$ cat config.mk
export PLATFORM = sky130hd
export DESIGN_NAME = nes_vga_scaler
export DESIGN_NICKNAME = d
export VERILOG_FILES = /design/src/rtl/nes_vga_scaler.sv
export SDC_FILE = /design/constraint.sdc
export NUM_CORES = 2
export LEC_CHECK = 0
export CAP_MARGIN = 20
export CORE_AREA = 2 2 625 875
export DETAILED_ROUTE_END_ITERATION = 6
export DIE_AREA = 0 0 627 877
export PLACE_DENSITY = 0.41
export SLEW_MARGIN = 20
export SYNTH_ARGS = -nofsm -noshare
export SYNTH_HDL_FRONTEND = slang
export SYNTH_SLANG_ARGS = --single-unit
$ cat constraint.sdc
create_clock -name clk -period 2.95 [get_ports clk]
set_input_delay 0.59 -clock clk [delete_from_list [all_inputs] [get_ports clk]]
set_output_delay 0.59 -clock clk [all_outputs]
set_load 0.02 [all_outputs]
$ cat src/rtl/nes_vga_scaler.sv
// nes_vga_scaler: line-doubling NES (256x240) to VGA (640x480) scaler built on two ping-pong line banks.
// Optional macro NES_VGA_SCANLINE_EN halves every colour channel on odd VGA rows.
module nes_vga_scaler (
    input  logic       clk,
    input  logic       rst,
    input  logic       en,
    input  logic [9:0] h_cnt,
    input  logic [9:0] v_cnt,
    input  logic       h_sync_in,
    input  logic       v_sync_in,
    input  logic       blank_in,
    output logic       line_req,
    output logic [7:0] line_num,
    input  logic       ppu_valid,
    input  logic [5:0] ppu_pix,
    output logic       ppu_ready,
    output logic [3:0] rgb_r,
    output logic [3:0] rgb_g,
    output logic [3:0] rgb_b,
    output logic       h_sync,
    output logic       v_sync,
    output logic       underrun
);

    logic [5:0]  bank_mem [0:511];
    logic        bank_sel;
    logic [8:0]  fill_cnt;
    logic        outstanding;
    logic        swap_row;
    logic        swap;
    logic        ready_q;
    logic        wr_en;
    logic [8:0]  target;

    logic [7:0]  rd_addr;
    logic        rd_act;
    logic [5:0]  s1_pix;
    logic        s1_act;
    logic        s1_hs;
    logic        s1_vs;
    logic        s1_blank;
`ifdef NES_VGA_SCANLINE_EN
    logic        s1_odd;
`endif
    logic [11:0] pal_c;

    function automatic logic [11:0] nes_palette(input logic [5:0] idx);
        logic [11:0] c;
        case (idx)
            6'h00: c = 12'h777;
            6'h01: c = 12'h00F;
            6'h02: c = 12'h00B;
            6'h03: c = 12'h42B;
            6'h04: c = 12'h908;
            6'h05: c = 12'hA02;
            6'h06: c = 12'hA10;
            6'h07: c = 12'h810;
            6'h08: c = 12'h530;
            6'h09: c = 12'h070;
            6'h0A: c = 12'h060;
            6'h0B: c = 12'h050;
            6'h0C: c = 12'h045;
            6'h10: c = 12'hBBB;
            6'h11: c = 12'h07F;
            6'h12: c = 12'h05F;
            6'h13: c = 12'h64F;
            6'h14: c = 12'hD0C;
            6'h15: c = 12'hE05;
            6'h16: c = 12'hF30;
            6'h17: c = 12'hE51;
            6'h18: c = 12'hA70;
            6'h19: c = 12'h0B0;
            6'h1A: c = 12'h0A0;
            6'h1B: c = 12'h0A4;
            6'h1C: c = 12'h088;
            6'h20: c = 12'hFFF;
            6'h21: c = 12'h3BF;
            6'h22: c = 12'h68F;
            6'h23: c = 12'h97F;
            6'h24: c = 12'hF7F;
            6'h25: c = 12'hF59;
            6'h26: c = 12'hF75;
            6'h27: c = 12'hFA4;
            6'h28: c = 12'hFB0;
            6'h29: c = 12'hBF1;
            6'h2A: c = 12'h5D5;
            6'h2B: c = 12'h5F9;
            6'h2C: c = 12'h0ED;
            6'h2D: c = 12'h777;
            6'h30: c = 12'hFFF;
            6'h31: c = 12'hAEF;
            6'h32: c = 12'hBBF;
            6'h33: c = 12'hDBF;
            6'h34: c = 12'hFBF;
            6'h35: c = 12'hFAC;
            6'h36: c = 12'hFDB;
            6'h37: c = 12'hFEA;
            6'h38: c = 12'hFD7;
            6'h39: c = 12'hDF7;
            6'h3A: c = 12'hBFB;
            6'h3B: c = 12'hBFD;
            6'h3C: c = 12'h0FF;
            6'h3D: c = 12'hFDF;
            // x0D..x0F and xE/xF columns (including 0x0F) are black
            default: c = 12'h000;
        endcase
        return c;
    endfunction

    // Swap rows: 522 and 524 prime NES lines 0 and 1, then every odd row up to 477.
    always_comb begin
        swap_row  = (v_cnt == 10'd522) || (v_cnt == 10'd524) ||
                    (v_cnt[0] && (v_cnt <= 10'd477));
        swap      = en && (h_cnt == 10'd799) && swap_row;
        if (v_cnt == 10'd522)
            target = 9'd0;
        else if (v_cnt == 10'd524)
            target = 9'd1;
        else
            target = v_cnt[9:1] + 9'd2;
        ready_q   = outstanding && !fill_cnt[8];
        ppu_ready = ready_q && !swap && !rst;
        wr_en     = ppu_valid && ppu_ready;
    end

    always_ff @(posedge clk) begin
        if (rst) begin
            bank_sel    <= 1'b0;
            fill_cnt    <= '0;
            outstanding <= 1'b0;
            underrun    <= 1'b0;
            line_req    <= 1'b0;
            line_num    <= '0;
        end else begin
            line_req <= 1'b0;
            if (swap) begin
                bank_sel <= ~bank_sel;
                fill_cnt <= '0;
                if (ready_q)
                    underrun <= 1'b1;
                if (target <= 9'd239) begin
                    line_req    <= 1'b1;
                    line_num    <= target[7:0];
                    outstanding <= 1'b1;
                end else begin
                    outstanding <= 1'b0;
                end
            end else if (wr_en) begin
                fill_cnt <= fill_cnt + 9'd1;
            end
        end
    end

    always_ff @(posedge clk) begin
        if (wr_en)
            bank_mem[{~bank_sel, fill_cnt[7:0]}] <= ppu_pix;
    end

    // (h_cnt-64)>>1 over 64..575, folded to 8 bits as h_cnt[8:1]-32 modulo 256.
    assign rd_act  = (h_cnt >= 10'd64) && (h_cnt <= 10'd575);
    assign rd_addr = h_cnt[8:1] - 8'd32;

    always_ff @(posedge clk) begin
        if (en)
            s1_pix <= bank_mem[{bank_sel, rd_addr}];
    end

    assign pal_c = nes_palette(s1_pix);

    always_ff @(posedge clk) begin
        if (rst) begin
            s1_act   <= 1'b0;
            s1_hs    <= 1'b1;
            s1_vs    <= 1'b0;
            s1_blank <= 1'b1;
`ifdef NES_VGA_SCANLINE_EN
            s1_odd   <= 1'b0;
`endif
            h_sync   <= 1'b1;
            v_sync   <= 1'b0;
            rgb_r    <= '0;
            rgb_g    <= '0;
            rgb_b    <= '0;
        end else if (en) begin
            s1_act   <= rd_act;
            s1_hs    <= h_sync_in;
            s1_vs    <= v_sync_in;
            s1_blank <= blank_in;
`ifdef NES_VGA_SCANLINE_EN
            s1_odd   <= v_cnt[0];
`endif
            h_sync   <= s1_hs;
            v_sync   <= s1_vs;
            if (s1_blank || !s1_act) begin
                rgb_r <= '0;
                rgb_g <= '0;
                rgb_b <= '0;
`ifdef NES_VGA_SCANLINE_EN
            end else if (s1_odd) begin
                rgb_r <= pal_c[11:8] >> 1;
                rgb_g <= pal_c[7:4] >> 1;
                rgb_b <= pal_c[3:0] >> 1;
`endif
            end else begin
                rgb_r <= pal_c[11:8];
                rgb_g <= pal_c[7:4];
                rgb_b <= pal_c[3:0];
            end
        end
    end

endmodule

== After elaboration in Yosys (flattened, before gate mapping) ==
Memories as Yosys holds them, arrays and structs flattened. A register that Yosys moved wholly into a read port is not among the register bits.
Cells that the tools add are included.

* Input port bits: 33
* Memory bits (read-only): 768
* RAM bits: 3,072
* Memories kept: 2
* Flip-flop bits (word level): 39
* Logic and storage cells: 56

{| class="wikitable"
|+ Memories
! memory !! depth !! width !! read ports !! clocked after Yosys merged registers in !! write ports !! line !! source
|-
| bank_mem || 512 || 6 || 1 || 1 || 1 || 25 || <nowiki>logic [5:0] bank_mem [0:511];</nowiki>
|-
| (no name shown) || 64 || 12 || 1 || 0 || 0 || 49 || <nowiki>case (idx)</nowiki>
|}

* Muxes and demuxes: 8
* Add/subtract/negate cells: 3
* Bitwise logic cells: 2
* Magnitude comparators: 4
* Reduce and logical (&&, ||, !) cells: 19
* Eq/ne operators: 3

{| class="wikitable"
|+ Operators by type and width
! operator !! number
|-
| 10-bit == test (second input constant) || 3
|-
| 9-bit two-way mux || 2
|-
| 4-bit two-way mux || 3
|-
| 10-bit by 7-bit >= comparator with 1-bit output (second input constant) || 1
|-
| 10-bit less-or-equal comparator (second input constant) || 1
|-
| 10-bit by 9-bit less-or-equal comparator with 1-bit output (second input constant) || 1
|-
| 9-bit by 1-bit adder with 9-bit output (second input constant) || 1
|-
| 9-bit by 2-bit adder with 9-bit output (second input constant) || 1
|-
| 9-bit by 8-bit less-or-equal comparator with 1-bit output (second input constant) || 1
|-
| 1-bit logical AND || 8
|-
| 8-bit by 6-bit subtractor with 8-bit output (second input constant) || 1
|-
| 1-bit zero test || 4
|-
| 2-bit AND reduction || 2
|-
| 2-bit OR reduction || 2
|-
| 1-bit logical OR || 3
|-
| 1-bit two-way mux || 3
|-
| 1-bit NOT || 2
|}

== Logic depth before layout (Yosys ltp) ==
* Word-level depth: 10
* Mapped depth: 13

== Worst setup path before layout ==
No wires, ideal clock.

* Path type: input port to flip-flop
* From: in h_cnt[1]
* To: reg s1_pix[3], read port of bank_mem, data pin
* Slack: 0.066 ns
* Path buffers: 4
* Stages on the path: 10
* Data arrival time: 2.628 ns
* Data required time: 2.694 ns
* Library setup time: 0.256 ns
* Cells stage by stage: buf_6 -> buf_12 -> buf_6 -> buf_4 -> mux4_2 -> o221ai_1 -> a21oi_1 -> o311ai_0 -> o21ai_1 -> a22o_1

* Cells in the longest elaborated chain, start to end: 1

{| class="wikitable"
|+ RTL lines
! element !! line !! source
|-
| from (decl) || 7 || <nowiki>input logic [9:0] h_cnt,</nowiki>
|-
| 8-bit by 6-bit subtractor with 8-bit output || 161 || <nowiki>assign rd_addr = h_cnt[8:1] - 8'd32;</nowiki>
|-
| to (decl) || 37 || <nowiki>logic [5:0] s1_pix;</nowiki>
|}

Every way passes these cells.
A chain may end at the register's enable or synchronous reset.

== Final worst setup path ==
* From: in h_cnt[1]
* To: reg s1_pix[5], read port of bank_mem, data pin

The elaborated chain is that of the path after synthesis.

==> results.cfg <==
[worst_setup_path]
crit_required_ps = 3720
worstReg2RegStart = bank_mem[374][5]$_DFFE_PP_
worstSetupStartpointType = input pin
r2r_cells = 9
crit_type = input pin to flip-flop
rr_endpoint = s1_pix[5]$_DFFE_PP_
r2r_slack_ps = 40
end_kind = flip-flop
arrival_ps = 3750
path_max_fanout = 13

[sta]
min_period_ps = 2990
fmax_ghz = 0.335
drv_slew = 0
slew_headroom_pct = 21.3
fin_crit_sh_pct = 101
worstMarginPinSlew_ps = 1170
worst_slack_ps = -36.8
hold_violations = 0
finalClockSkew_ps = 38.3
hold_ws_ps = 100
setup_tns_ps = -36.8
setup_viol = 1

[hold_path]
hold_depth = 1
min_to = bank_mem[163][1]$_DFFE_PP_
hold_start = ppu_pix[1]
hp-class = input pin to flip-flop

[synthesis]
ys_async_sr_fraction_pct = 0
synth_seq_cells = 3117
ys_warn_count = 0
seq_area_frac_synth_pct = 75.0
synth_edf_count = 3078
synth_nets = 6188
synth_top_flop_cell = edfxtp_1
syn_inst = 6133
synth.distinct_cells = 86
synth.cell_area_mm2 = 0.124
syn-mean-instance-area_um2 = 20.3

[power]
combPwrFrac_pct = 7.0
ir_drop_uv = 434
pwr-share-clk_pct = 41.6
p_sw_share_pct = 22.5
power.total_mw = 94.6
pwr_density_cell_mw_per_mm2 = 606
p_int_mw = 73.3
p_seq_share_pct = 51.4
p_sw_mw = 21.3
p_leak_nw = 51.6

[clock_network]
h-tree-depth = 5
cts_sinks = 3117
cts_tree = done
root_buffer = clkbuf_16
postCtsHoldBufs = 0
cts_buffers = 305
clock_latency_ps = 930
cts.path.max_buffers = 4
clk_pin_slew_ps = 70

[floorplan]
die-area_mm2 = 0.550
rows = 320
core_area_mm2 = 0.542
start_util_pct = 22.9
die_h_um = 877
num_io_pins = 58
die_w_um = 627

[place]
hpwl_mm = 297
port_buffers = 57
dp_cells = 14700
place_congestion = 0.830

[global_route]
grtUsageTotal_pct = 15.3
antenna_found_initial = 17
grt_pass1_wl_mm = 592
grt.overflow.total = 0
first_global_vias = 71200
grt_max_degree = 93

[drt]
postRouteAntennaNets = 0
viasPerCell = 4.40
vias = 67000
firstDrtPassIters = 7
drt_iter0_markers = 5830
finalWirelength_mm = 431
wl_per_cell_um = 28.3
drc = 1

[finish]
most-common-layout-cells = 3078 x edfxtp_1, 1476 x buf_4, 643 x mux4_2
nets = 7807
nFillCells = 53400
drive_above_1_share_pct = 35.6
area_delta_synth_final_pct = 25.6
instances_no_fill = 15200
final_common_cell = edfxtp_1

[run_status]
status = finished with violations
failed_checks = design-rule violations, negative setup slack

[flow_run]
cap_viol_max_count = 0
## per-stage QoR
stage | worst slack, ps | utilization [%] | instance area [µm²]
after floorplan | 66.0 | - | 124000
after global placement | -1530 | 26.9 | 146000
after detailed placement | -1550 | 26.9 | 146000
after CTS | -0.237 | 28.8 | 156000
after global routing | -40.6 | 28.8 | 156000
final | -36.8 | 28.8 | 156000
## power groups by stage
stage | Combinational (mW) | Sequential (mW) | Clock [mW]
after floorplan | 2.78 | 49.6 | 0
after global placement | 6.63 | 49.6 | 0
after detailed placement | 6.66 | 49.6 | 0
after CTS | 6.73 | 48.7 | 40.4
after global routing | 6.93 | 48.6 | 41.7
final | 6.63 | 48.7 | 39.3
## cells in the mapped netlist, types with 49 or more instances
| cell type | n | area share [%] |
|---|---|---|
| buf_2 | 144 | 0.58 |
| nor2_1 | 589 | 1.8 |
| nand2_1 | 186 | 0.56 |
| mux4_2 | 642 | 12 |
| a21oi_1 | 88 | 0.35 |
| clkbuf_1 | 119 | 0.36 |
| o22ai_1 | 58 | 0.29 |
| a22oi_1 | 49 | 0.30 |
| mux4_1 | 66 | 1.4 |
| o21ai_0 | 73 | 0.29 |
| mux2i_1 | 354 | 2.9 |
| o221ai_1 | 50 | 0.35 |
| edfxtp_1 | 3078 | 74 |
## how the worst max path moves through the flow
stage / from / to / slack, ps
floorplan: h_cnt[1] / s1_pix[3]$_DFFE_PP_ / 70
global placement: h_cnt[1] / s1_pix[2]$_DFFE_PP_ / -1530
finish: h_cnt[1] / s1_pix[5]$_DFFE_PP_ / -40
detailed placement: h_cnt[1] / s1_pix[2]$_DFFE_PP_ / -1550
CTS: v_cnt[7] / ppu_ready / -0.2
global route: v_cnt[9] / ppu_ready / -40
## metal layers
metal / global-route usage, % / share of wire [%] / up-vias
met5: 0 / 0.0063 / -
met4: 5.48 / 3.9 / 4
met2: 28.9 / 54 / 1634
met1: 17.7 / 38 / 36200
li1: - / - / 28500
met3: 1.73 / 3.6 / 558
## critical path, stage by stage
cell       delay (ps)
buf_16            150
bufbuf_16         380
mux4_2            340
mux2i_1            70
a21oi_1           250
buf_4             170
a31oi_1            70
buf_4             180
a211oi_1          950
o22ai_1           210
a211oi_1          270
## what timing repair did
action | in CTS | in global routing
gates resized for setup | 46 | 21
setup buffers | 2 | 4
pin swaps | 9 | 1
cloned | 3 | 0
endpoints found under the setup margin | 1819 | 7
## layout make-up
| class | instances | area (µm²) | area share (%) |
|---|---|---|---|
| flip-flops and latches | 3117 | 93200 | 59.7 |
| multi-input cells | 2589 | 28500 | 18.2 |
| repair buffers | 1717 | 15500 | 9.91 |
| well taps | 7245 | 9060 | 5.81 |
| clock buffers | 375 | 8250 | 5.28 |
| clock inverters | 163 | 1480 | 0.947 |
| inverters | 22 | 100 | 0.0641 |
| diodes | 5 | 12.5 | 0.00802 |
## logic make-up after synthesis
| family | share of synthesized area [%] |
|---|---|
| flops | 75.0 |
| mux | 16.0 |
| simple gates | 3.11 |
| compound gates | 3.10 |
| buf+inv | 2.39 |
| fa+ha+maj | 0.222 |
| xor+xnor | 0.106 |
## sequential cells by signal, summed over array words and instances (netlist names), 4 cells and up
name	flops
bank_mem	3072
fill_cnt	9
line_num	8
rgb_b	4
rgb_g	4
rgb_r	4
s1_pix	6
Note: power is estimated with default switching activity, not from simulation.
